==> src/rtl/cmlk_3d_pkg.sv <==
// Shared helpers for the 3D sensor stream width upsizer: default sizes,
// derived widths and the beat-index to output-lane mapping.
package cmlk_3d_pkg;

    localparam int unsigned DEF_DIN_W = 16;
    localparam int unsigned DEF_RATIO = 2;
    localparam int unsigned DEF_CNT_W = 32;

    function automatic int unsigned dout_w(input int unsigned din_w, input int unsigned ratio);
        return din_w * ratio;
    endfunction

    function automatic int unsigned idx_w(input int unsigned ratio);
        return (ratio > 1) ? $clog2(ratio) : 1;
    endfunction

    // Lane that receives beat number idx of a word.
    function automatic int unsigned lane_sel(input int unsigned idx, input int unsigned ratio,
                                             input bit msb_first);
        return msb_first ? (ratio - 1 - idx) : idx;
    endfunction

endpackage

==> src/rtl/cmlk_3d_upsizer_outreg.sv <==
// Output word holding register: loads completed words, drops valid on transfer,
// and counts transferred words.
module cmlk_3d_upsizer_outreg
    import cmlk_3d_pkg::*;
#(
    parameter int unsigned DOUT_W = 32,
    parameter int unsigned KEEP_W = 2,
    parameter int unsigned CNT_W  = DEF_CNT_W
) (
    input  logic              clk,
    input  logic              rst_n,
    input  logic              load,
    input  logic [DOUT_W-1:0] load_data,
    input  logic [KEEP_W-1:0] load_keep,
    input  logic              load_last,
    input  logic              m_ready,
    output logic [DOUT_W-1:0] m_data,
    output logic [KEEP_W-1:0] m_keep,
    output logic              m_last,
    output logic              m_valid,
    output logic [CNT_W-1:0]  word_cnt
);

    logic xfer;

    assign xfer = m_valid && m_ready;

    // A load only happens when the slot is free or draining, so it never
    // overwrites a word the downstream has not yet taken.
    always_ff @(posedge clk) begin
        if (!rst_n) begin
            m_data   <= '0;
            m_keep   <= '0;
            m_last   <= 1'b0;
            m_valid  <= 1'b0;
            word_cnt <= '0;
        end else begin
            if (load) begin
                m_data  <= load_data;
                m_keep  <= load_keep;
                m_last  <= load_last;
                m_valid <= 1'b1;
            end else if (xfer) begin
                m_valid <= 1'b0;
            end
            if (xfer) begin
                word_cnt <= word_cnt + CNT_W'(1);
            end
        end
    end

endmodule

==> src/rtl/cmlk_3d_width_upsizer.sv <==
// Packs RATIO consecutive DIN_W-bit beats into one output word, with early
// flush on s_last, per-lane keep mask and full valid/ready backpressure.
module cmlk_3d_width_upsizer
    import cmlk_3d_pkg::*;
#(
    parameter int unsigned DIN_W     = DEF_DIN_W,
    parameter int unsigned RATIO     = DEF_RATIO,
    parameter bit          MSB_FIRST = 1'b1,
    parameter int unsigned CNT_W     = DEF_CNT_W
) (
    input  logic                   clk,
    input  logic                   rst_n,
    input  logic [DIN_W-1:0]       s_data,
    input  logic                   s_valid,
    input  logic                   s_last,
    output logic                   s_ready,
    output logic [DIN_W*RATIO-1:0] m_data,
    output logic [RATIO-1:0]       m_keep,
    output logic                   m_last,
    output logic                   m_valid,
    input  logic                   m_ready,
    output logic [CNT_W-1:0]       word_cnt
);

    localparam int unsigned DOUT_W = dout_w(DIN_W, RATIO);
    localparam int unsigned IDX_W  = idx_w(RATIO);
    localparam logic [IDX_W-1:0] LAST_IDX = IDX_W'(RATIO - 1);

    logic [DOUT_W-1:0] acc_data;
    logic [RATIO-1:0]  acc_keep;
    logic [IDX_W-1:0]  idx;
    logic [DOUT_W-1:0] merged_data;
    logic [RATIO-1:0]  merged_keep;
    logic              acc;
    logic              complete;

    // Ready depends only on the output slot, never on the incoming beat.
    assign s_ready  = !m_valid || m_ready;
    assign acc      = s_valid && s_ready;
    assign complete = acc && ((idx == LAST_IDX) || s_last);

    // Partial word with the current beat merged into its lane.
    always_comb begin
        merged_data = acc_data;
        merged_keep = acc_keep;
        for (int unsigned i = 0; i < RATIO; i++) begin
            if (lane_sel(32'(idx), RATIO, MSB_FIRST) == i) begin
                merged_data[i*DIN_W +: DIN_W] = s_data;
                merged_keep[i]                = 1'b1;
            end
        end
    end

    always_ff @(posedge clk) begin
        if (!rst_n) begin
            acc_data <= '0;
            acc_keep <= '0;
            idx      <= '0;
        end else if (complete) begin
            acc_data <= '0;
            acc_keep <= '0;
            idx      <= '0;
        end else if (acc) begin
            acc_data <= merged_data;
            acc_keep <= merged_keep;
            idx      <= idx + IDX_W'(1);
        end
    end

    cmlk_3d_upsizer_outreg #(
        .DOUT_W (DOUT_W),
        .KEEP_W (RATIO),
        .CNT_W  (CNT_W)
    ) u_outreg (
        .clk       (clk),
        .rst_n     (rst_n),
        .load      (complete),
        .load_data (merged_data),
        .load_keep (merged_keep),
        .load_last (s_last),
        .m_ready   (m_ready),
        .m_data    (m_data),
        .m_keep    (m_keep),
        .m_last    (m_last),
        .m_valid   (m_valid),
        .word_cnt  (word_cnt)
    );

endmodule

==> config.mk <==
export PLATFORM = sky130hd
export DESIGN_NAME = cmlk_3d_width_upsizer
export DESIGN_NICKNAME = d
export VERILOG_FILES = /design/src/rtl/cmlk_3d_pkg.sv /design/src/rtl/cmlk_3d_upsizer_outreg.sv /design/src/rtl/cmlk_3d_width_upsizer.sv
export SDC_FILE = /design/constraint.sdc
export NUM_CORES = 1
export LEC_CHECK = 0
export ABC_AREA = 0
export BUFFER_PORTS_ARGS = -buffer_cell sky130_fd_sc_hd__buf_2
export CORE_UTILIZATION = 45
export DETAILED_ROUTE_END_ITERATION = 8
export PLACE_DENSITY = 0.76
export SKIP_LAST_GASP = 1
export SYNTH_ARGS = -nofsm -noshare
export SYNTH_HDL_FRONTEND = slang
export SYNTH_SLANG_ARGS = --single-unit
export TNS_END_PERCENT = 1
==> constraint.sdc <==
create_clock -name clk -period 1.7 [get_ports clk]
set_input_delay 0.51 -clock clk [delete_from_list [all_inputs] [get_ports clk]]
set_output_delay 0.51 -clock clk [all_outputs]
set_load 0.01 [all_outputs]
==> results.ini, run 1 <==
[finish]
layout_overhead_on_the_synthesized_area_pct = 24.4
filler_cell_count = 840
postLayoutCoreUtil_pct = 58.4
final_nets = 601
post_route_cells_drive_above_1_share_pct = 28.3
final_cell_count_no_fill = 713
final_area_um2 = 5450
antennaDiodeCount = 0

[sta]
post-route-min-period_ns = 1.68
setup_viol = 0
final_worst_clock_skew_ns = 0.0137
final.hold.worst_slack_ns = 0.399
tightestPinTransition_ns = 0.643
timing_max_transition_violations_final = 0
fin_crit_sh_pct = 98.7
setup_repair_after_global_routing_missed_its_margin = yes
timing.slew.headroom_pct = 57.1
finalHoldViolations = 0
highest_achievable_clock_rate_ghz = 0.596

[yosys]
share_of_flip_flops_with_an_asynchronous_set_or_reset_pct = 0
synth.ff_latch_count = 103
netlist_instances = 472
yosysUniqueCellTypes = 33
post-synth-top-area-fraction_pct = 47.1
dominantRegCellSynth = sky130_fd_sc_hd__dfxtp_1
synth_area_um2 = 4380
synth_edf_count = 0
syn_nets = 494
netlist.top_cell.by_area = sky130_fd_sc_hd__dfxtp_1
syn_avg_cell_area_um2 = 9.27
yosysWarnings = 0
yosys-top-cells-area = sky130_fd_sc_hd__dfxtp_1 47%, sky130_fd_sc_hd__nand2_1 8.1%, sky130_fd_sc_hd__mux2i_1 7.3%, sky130_fd_sc_hd__o211a_1 7.3%, sky130_fd_sc_hd__xnor2_1 4.4%
yosysSeqAreaShare_pct = 47.1

[clock_tree]
clock-sinks = 103
cts_buffer_count = 9
clock_tree_from_tritoncts = yes
clk-insertion-delay-late_ns = 0.37
clk_pin_slew_ns = 0.11
post_cts_hold_buffer_count = 0
clockRootBuffer = sky130_fd_sc_hd__clkbuf_8
htree_num_levels = 3
max-clock-path-buffers = 2

[route]
post_drt_via_cell_ratio = 5.20
via_count = 3709
wl_final_mm = 9.97
firstDrtPassIters = 4
dr.first_iter.drc_count = 115
drc_viols = 0
drtAntennaViolNets = 0
routed_wire_length_per_instance_um = 14.0

[place]
place_inst = 694
dp_hpwl_mm = 6.99
dpl-instance-area_um2 = 5200
placement.io_buffers = 89
routabilityCongestion = 0.769

[setup_path]
critical_path.top_delay_family = buffers and inverters
cp_data_required_time_ns = 1.19
critical_path.max_stage_delay_ns = 0.36
worst-path-buf-inv = 3
timing.rr.end = u_outreg.word_cnt[20]
path_cells = buf_6 -> nand2b_4 -> buf_4 -> buf_2
rrSetupSlack_ns = 0.06
start_kind = flip-flop
worstRegToRegCells = 7
cp.arrival_ns = 1.17
critPathSlowestCell = sky130_fd_sc_hd__dfxtp_2
setup_crit_path_kind = flip-flop to output port
cp-end-kind = output port
maximum_fanout_encountered_on_the_critical_timing_path = 4
r2r-start = u_outreg.word_cnt[0]

[floorplan]
die_h_um = 101
coreArea_um2 = 9330
floorplan.initialDensity_pct = 46.9
boundaryPins = 90
die_area_um2 = 10100
num_rows = 35
die_width_um = 101

[hold_path]
min_to = acc_data[17]
worstHoldStart = s_data[1]
path_class_of_the_lowest_slack_min_delay_path = primary input to flip-flop
timing.hold.worst_path_depth = 3

[global_route]
grtUsageTotal_pct = 20.2
first_global_vias = 3486
grt_antenna_before_repair = 0
grt_first_pass_wirelength_mm = 16.3
grt_start_max_net_pins = 53
global_route.overflow_total = 0

[status]
outcome = finished, final reports clean

[pwr]
power.ir.vdd_worst_v = 0.000440
p_leak_nw = 2.64
post_layout_total_power_w = 0.00469
powerDensity_nw_per_um2 = 861

[job]
max_cap_violations = 0

## timing repair
action / in CTS / in global routing
setup endpoints to repair: 2 / 18
pin swaps: 0 / 1
setup buffers: 2 / 1
resized for setup: 3 / 8
## cell usage in the layout (no fill, tap or decap), types with 2 or more instances in the layout
cell type,synthesis,final
sky130_fd_sc_hd__a21boi_0,3,3
sky130_fd_sc_hd__a21oi_1,32,32
sky130_fd_sc_hd__and2_1,30,30
sky130_fd_sc_hd__and3_1,4,4
sky130_fd_sc_hd__and4_1,3,3
sky130_fd_sc_hd__buf_12,0,5
sky130_fd_sc_hd__buf_2,11,89
sky130_fd_sc_hd__buf_4,0,30
sky130_fd_sc_hd__buf_6,0,2
sky130_fd_sc_hd__clkbuf_8,0,9
sky130_fd_sc_hd__clkinv_4,0,2
sky130_fd_sc_hd__dfxtp_1,103,92
sky130_fd_sc_hd__dfxtp_2,0,8
sky130_fd_sc_hd__dfxtp_4,0,3
sky130_fd_sc_hd__inv_1,3,3
sky130_fd_sc_hd__inv_6,0,2
sky130_fd_sc_hd__mux2i_1,32,32
sky130_fd_sc_hd__nand2_1,95,95
sky130_fd_sc_hd__nand3_1,13,13
sky130_fd_sc_hd__nand4_1,10,10
sky130_fd_sc_hd__nand4_4,2,2
sky130_fd_sc_hd__nor2_1,13,12
sky130_fd_sc_hd__nor2b_1,2,2
sky130_fd_sc_hd__nor4_4,3,3
sky130_fd_sc_hd__o211a_1,32,32
sky130_fd_sc_hd__o21ai_0,19,19
sky130_fd_sc_hd__o221a_2,2,2
sky130_fd_sc_hd__or3_1,2,2
sky130_fd_sc_hd__xnor2_1,22,22
sky130_fd_sc_hd__xor2_1,8,8
## worst max path at each step
stage / to / slack, ns / cells past startpoint / from
after detailed placement: u_outreg.word_cnt[10] / -0.16 / 7 / m_ready
after CTS: u_outreg.word_cnt[31] / -0.002 / 5 / u_outreg.word_cnt[7]
after floorplan: u_outreg.word_cnt[31] / -0.005 / 5 / u_outreg.m_valid
final: s_ready / 0.02 / 4 / u_outreg.m_valid
after global routing: u_outreg.word_cnt[26] / -0.06 / 7 / u_outreg.word_cnt[0]
after global placement: u_outreg.word_cnt[10] / -0.14 / 7 / m_ready
## worst register-to-register path, delay by kind of cell (launching register included)
| family | cells | cell delay, ns |
|---|---|---|
| and+or+nand+nor | 4 | 0.69 |
| adders and majority gates | 1 | 0.15 |
| buffers and inverters | 1 | 0.18 |
| xor gates and xnor gates | 1 | 0.14 |
| DFF | 1 | 0.39 |
## stage by stage
stage | setup WS [ns] | TNS, ns
after detailed placement | -0.158 | -2.96
after global routing | -0.0614 | -0.331
after CTS | -0.00213 | -0.00213
after global placement | -0.141 | -1.54
after floorplan | -0.00540 | -0.0146
final | 0.0215 | 0
## final cells by class
cell class / count / area [um2] / share of cell area [%]
inverter: 3 / 11.3 / 0.207
multi-input combinational: 336 / 2200 / 40.5
timing repair buffer: 126 / 793 / 14.6
tap: 129 / 161 / 2.96
sequential: 103 / 2080 / 38.3
clock buffer: 9 / 124 / 2.27
clock inverter: 7 / 67.6 / 1.24
## cells in the mapped netlist, types with 4 or more instances
master and number:
sky130_fd_sc_hd__dfxtp_1 103, sky130_fd_sc_hd__and3_1 4, sky130_fd_sc_hd__nor2_1 13, sky130_fd_sc_hd__xnor2_1 22
sky130_fd_sc_hd__a21oi_1 32, sky130_fd_sc_hd__buf_2 11, sky130_fd_sc_hd__xor2_1 8, sky130_fd_sc_hd__mux2i_1 32
sky130_fd_sc_hd__and2_1 30, sky130_fd_sc_hd__nand2_1 95, sky130_fd_sc_hd__nand3_1 13, sky130_fd_sc_hd__clkbuf_1 18
sky130_fd_sc_hd__o21ai_0 19, sky130_fd_sc_hd__nand4_1 10, sky130_fd_sc_hd__o211a_1 32
## metal layers
metal | GRT usage (%) | up-vias | wire (um)
li1 | - | 1838 | -
met1 | 24.2 | 1760 | 4360
met2 | 35.8 | 97 | 4980
met3 | 4.51 | 14 | 492
met4 | 6.58 | 0 | 134
met5 | 0 | - | 0
## sequential cells by signal, indices dropped and copies added, names as in the netlist
| signal | cells |
|---|---|
| acc_data | 32 |
| acc_keep | 2 |
| idx | 1 |
| u_outreg.m_data | 32 |
| u_outreg.m_keep | 2 |
| u_outreg.m_last | 1 |
| u_outreg.m_valid | 1 |
| u_outreg.word_cnt | 32 |
## where the power goes
part	switching (W)	total, W	internal (W)
logic	0.000356	0.000645	0.000290
registers	0.0000592	0.00258	0.00252
clock network	0.000898	0.00147	0.000568
## logic make-up (layout without fill, tap and decap cells)
| family | count (synthesis) | after routing | synth area share [%] |
|---|---|---|---|
| compound gates | 91 | 91 | 14.7 |
| xor+xnor | 30 | 30 | 6.00 |
| fa+ha+maj | 1 | 1 | 0.286 |
| buf+inv | 33 | 145 | 3.14 |
| flops | 103 | 103 | 47.1 |
| mux | 32 | 32 | 7.32 |
| simple gates | 182 | 182 | 21.5 |
Note: power is estimated with default switching activity, not from simulation.
==> inputs of run 2 (changes only) <==
--- a/config.mk
+++ b/config.mk
@@ -5,11 +5,11 @@
 export SDC_FILE = /design/constraint.sdc
 export NUM_CORES = 1
 export LEC_CHECK = 0
-export ABC_AREA = 0
+export ABC_AREA = 1
 export BUFFER_PORTS_ARGS = -buffer_cell sky130_fd_sc_hd__buf_2
-export CORE_UTILIZATION = 45
+export CORE_UTILIZATION = 50
 export DETAILED_ROUTE_END_ITERATION = 8
-export PLACE_DENSITY = 0.76
+export PLACE_DENSITY = 0.82
 export SKIP_LAST_GASP = 1
 export SYNTH_ARGS = -nofsm -noshare
 export SYNTH_HDL_FRONTEND = slang
==> results.ini, run 2 <==
[sta]
timing_max_transition_violations_final = 0  ; unchanged
final.hold.worst_slack_ns = 0.439  ; was 0.399 ns
timing.slew.headroom_pct = 67.0  ; was 57.1%
post-route-min-period_ns = 1.59  ; was 1.68 ns
fin_crit_sh_pct = 93.5  ; was 98.7%
setup_repair_after_global_routing_missed_its_margin = yes  ; unchanged
setup_total_neg_slack_ns = 0  ; unchanged
highest_achievable_clock_rate_ghz = 0.629  ; was 0.596 GHz
finalHoldViolations = 0  ; unchanged
setup_viol = 0  ; unchanged
final_worst_clock_skew_ns = 0.0140  ; was 0.0137 ns
tightestPinTransition_ns = 0.493  ; was 0.643 ns

[place]
routabilityCongestion = 0.902  ; was 0.769
placement.io_buffers = 89  ; unchanged
dpl-instance-area_um2 = 5160  ; was 5200 um2
dp_hpwl_mm = 8.09  ; was 6.99 mm

[pwr]
powerDensity_nw_per_um2 = 899  ; was 861 nW/um2
clock_power_share_pct = 35.4  ; was 31.3%
p_comb_share_pct = 11.5  ; was 13.8%
seq_power_share_pct = 53.1  ; was 55.0%
power.ir.vdd_worst_v = 0.000507  ; was 0.000440 V
p_int_w = 0.00356  ; was 0.00338 W
p_leak_nw = 2.37  ; was 2.64 nW
sw_share_pct = 26.5  ; was 28.0%
net_sw_power_w = 0.00129  ; was 0.00131 W

[job]
max_cap_violations = 0  ; unchanged

[floorplan]
die_area_um2 = 9600  ; was 10100 um2
coreArea_um2 = 8810  ; was 9330 um2
die_h_um = 98.0  ; was 101 um
floorplan.initialDensity_pct = 52.3  ; was 46.9%
num_rows = 34  ; was 35
boundaryPins = 90  ; unchanged
die_width_um = 98.0  ; was 101 um

[route]
wl_final_mm = 11.2  ; was 9.97 mm
drtAntennaViolNets = 0  ; unchanged
dr.first_iter.drc_count = 230  ; was 115
drc_viols = 5  ; was 0
firstDrtPassIters = 7  ; was 4
post_drt_via_cell_ratio = 5.26  ; was 5.20
via_count = 4613  ; was 3709
routed_wire_length_per_instance_um = 12.8  ; was 14.0 um

[clock_tree]
post_cts_buffers = 0  ; was 2
clock-sinks = 103  ; unchanged
htree_num_levels = 3  ; unchanged
max-clock-path-buffers = 2  ; unchanged
clk-insertion-delay-late_ns = 0.37  ; about the same
clock_tree_from_tritoncts = yes  ; unchanged
cts_buffer_count = 9  ; unchanged
clockRootBuffer = sky130_fd_sc_hd__clkbuf_8  ; unchanged
clk_pin_slew_ns = 0.09  ; was 0.11 ns

[yosys]
synth_area_um2 = 4610  ; was 4380 um2
yosysUniqueCellTypes = 30  ; was 33
yosysSeqAreaShare_pct = 44.8  ; was 47.1%
syn_nets = 703  ; was 494
dominantRegCellSynth = sky130_fd_sc_hd__dfxtp_1  ; unchanged
synth.ff_latch_count = 103  ; unchanged
post_synth_xor_area_fraction_pct = 0.570  ; was 6.00%
synthMuxAreaShare_pct = 0  ; was 7.32%
post-synth-top-area-fraction_pct = 44.8  ; was 47.1%
synth_edf_count = 0  ; unchanged
synthMostInstantiatedCell = sky130_fd_sc_hd__nand2_1  ; was sky130_fd_sc_hd__dfxtp_1
share_of_flip_flops_with_an_asynchronous_set_or_reset_pct = 0  ; unchanged
main_combinational_cell_family_by_area_after_synthesis = simple AND/OR/NAND/NOR gates  ; unchanged
synth_compound_gate_area_share_pct = 15.9  ; was 14.7%
area_share_of_fa_ha_maj_cells_after_synthesis_pct = 0.272  ; was 0.286%
top_post_synthesis_cells_by_count = 210 x sky130_fd_sc_hd__nand2_1, 103 x sky130_fd_sc_hd__dfxtp_1, 83 x sky130_fd_sc_hd__a21oi_1, 83 x sky130_fd_sc_hd__inv_1, 55 x sky130_fd_sc_hd__nor2_1  ; was 103 x sky130_fd_sc_hd__dfxtp_1, 95 x sky130_fd_sc_hd__nand2_1, 32 x sky130_fd_sc_hd__a21oi_1, 32 x sky130_fd_sc_hd__mux2i_1, 32 x sky130_fd_sc_hd__o211a_1
syn_avg_cell_area_um2 = 6.76  ; was 9.27 um2
yosysWarnings = 0  ; unchanged
yosys-top-cells-area = sky130_fd_sc_hd__dfxtp_1 45%, sky130_fd_sc_hd__nand2_1 17%, sky130_fd_sc_hd__a21oi_1 9.0%, sky130_fd_sc_hd__inv_1 6.8%, sky130_fd_sc_hd__o21ai_0 5.5%  ; was sky130_fd_sc_hd__dfxtp_1 47%, sky130_fd_sc_hd__nand2_1 8.1%, sky130_fd_sc_hd__mux2i_1 7.3%, sky130_fd_sc_hd__o211a_1 7.3%, sky130_fd_sc_hd__xnor2_1 4.4%
synth_simple_gate_area_share_pct = 28.2  ; was 21.5%
netlist_instances = 681  ; was 472
netlist.top_cell.by_area = sky130_fd_sc_hd__dfxtp_1  ; unchanged

[global_route]
grt_antenna_before_repair = 0  ; unchanged
grt_start_max_net_pins = 36  ; was 53
global_route.overflow_total = 0  ; unchanged
grt_first_pass_wirelength_mm = 18.9  ; was 16.3 mm
first_global_vias = 4104  ; was 3486
grtUsageTotal_pct = 24.0  ; was 20.2%

[setup_path]
cp_data_required_time_ns = 1.96  ; was 1.19 ns
cp.arrival_ns = 1.85  ; was 1.17 ns
start_kind = flip-flop  ; unchanged
cp-end-kind = flip-flop  ; was output port
critPathSlowestCell = sky130_fd_sc_hd__dfxtp_1  ; was sky130_fd_sc_hd__dfxtp_2
setup_crit_path_kind = flip-flop to flip-flop  ; was flip-flop to output port
worst-path-buf-inv = 0  ; was 3
maximum_fanout_encountered_on_the_critical_timing_path = 4  ; unchanged
critical_path.top_delay_family = simple AND/OR/NAND/NOR gates  ; was buffers and inverters
path_cells = ha_1 -> nand2_1 -> nor2_1 -> nand2_1 -> nor2_1 -> nand3_1 -> o21ai_0 -> nor2_1  ; was buf_6 -> nand2b_4 -> buf_4 -> buf_2
crit_path_frequent_cell = sky130_fd_sc_hd__nor2_1
critical_path.max_stage_delay_ns = 0.40  ; was 0.36 ns

[finish]
layout_overhead_on_the_synthesized_area_pct = 17.1  ; was 24.4%
most_common_cell_after_layout_fill_and_taps_aside = sky130_fd_sc_hd__nand2_1  ; unchanged
final_area_um2 = 5390  ; was 5450 um2
area.sequential_um2 = 2060  ; was 2080 um2
layout.cells.most_common_list = 210 x sky130_fd_sc_hd__nand2_1, 102 x sky130_fd_sc_hd__dfxtp_1, 89 x sky130_fd_sc_hd__buf_2  ; was 95 x sky130_fd_sc_hd__nand2_1, 92 x sky130_fd_sc_hd__dfxtp_1, 89 x sky130_fd_sc_hd__buf_2
antennaDiodeCount = 0  ; unchanged
filler_cell_count = 770  ; was 840
post_route_cells_drive_above_1_share_pct = 17.4  ; was 28.3%
final_nets = 786  ; was 601
multiInputGateArea_um2 = 2080  ; was 2200 um2
biggestRegsByFlops = acc_data (32), u_outreg.m_data (32), u_outreg.word_cnt (32)  ; unchanged

[status]
failing_checks = DRC
outcome = finished with violations  ; was finished, final reports clean

[hold_path]
path_class_of_the_lowest_slack_min_delay_path = flip-flop to flip-flop  ; was primary input to flip-flop

-- run 2: power by group through the flow --
stage | Clock (W) | Sequential [W] | Combinational, W
2_1_floorplan | 0 | 0.00265 | 0.000328
3_3_place_gp | 0 | 0.00263 | 0.000545
3_5_place_dp | 0 | 0.00263 | 0.000559
4_1_cts | 0.00175 | 0.00258 | 0.000561
5_1_grt | 0.00184 | 0.00259 | 0.000629
6_report | 0.00172 | 0.00258 | 0.000560
-- run 2: layout make-up --
| type | instances | area share [%] |
|---|---|---|
| timing repair buffer | 102 | 10.5 |
| clock inverter | 7 | 1.90 |
| inverter | 85 | 5.96 |
| tap | 108 | 2.51 |
| sequential | 103 | 38.3 |
| multi-input combinational | 463 | 38.5 |
| clock buffer | 9 | 2.30 |
-- run 2: worst min-delay path, cell delays in order, from the launching register on --
cell                      delay, ns
sky130_fd_sc_hd__dfxtp_1       0.32
sky130_fd_sc_hd__inv_1         0.05
sky130_fd_sc_hd__nor2_1        0.04
-- run 2: worst paths after layout --
check | startpoint | end | slack (ns) | cells past startpoint
max reg2reg | u_outreg.word_cnt[0] | u_outreg.word_cnt[28] | 0.11 | 8
min reg2reg | acc_keep[0] | acc_keep[0] | 0.44 | 2
min | acc_keep[0] | acc_keep[0] | 0.44 | 2
max | u_outreg.word_cnt[0] | u_outreg.word_cnt[28] | 0.11 | 8
-- run 2: layer usage --
layer / GRT usage (%) / vias up / share of wire, % / wire [um]
li1: - / 2308 / - / -
met3: 2.93 / 29 / 6.1 / 683
met4: 10.3 / 0 / 2.9 / 324
met2: 39.5 / 162 / 48 / 5320
met1: 31.7 / 2114 / 43 / 4860
met5: 0 / - / 0 / 0
-- run 2: repair_timing --
| action | CTS | global route |
|---|---|---|
| resized for setup | 0 | 3 |
| hold buffers | 0 | 0 |
| endpoints found under the setup margin | 0 | 10 |
-- run 2: cell families after synthesis --
family          count (synthesis)
xor+xnor                        3
flops                         103
simple gates                  316
buf+inv                       115
fa+ha+maj                       1
compound gates                143
-- run 2: stage by stage --
step / power (W) / util [%] / std cells / setup WS, ns
floorplan: 0.00298 / - / 681 / 0.258
global placement: 0.00317 / 58.6 / 861 / 0.0417
detailed placement: 0.00319 / 58.6 / 861 / 0.0419
CTS: 0.00489 / 61.1 / 877 / 0.0916
global route: 0.00506 / 61.2 / 877 / -0.0582
finish: 0.00485 / 61.2 / 877 / 0.110
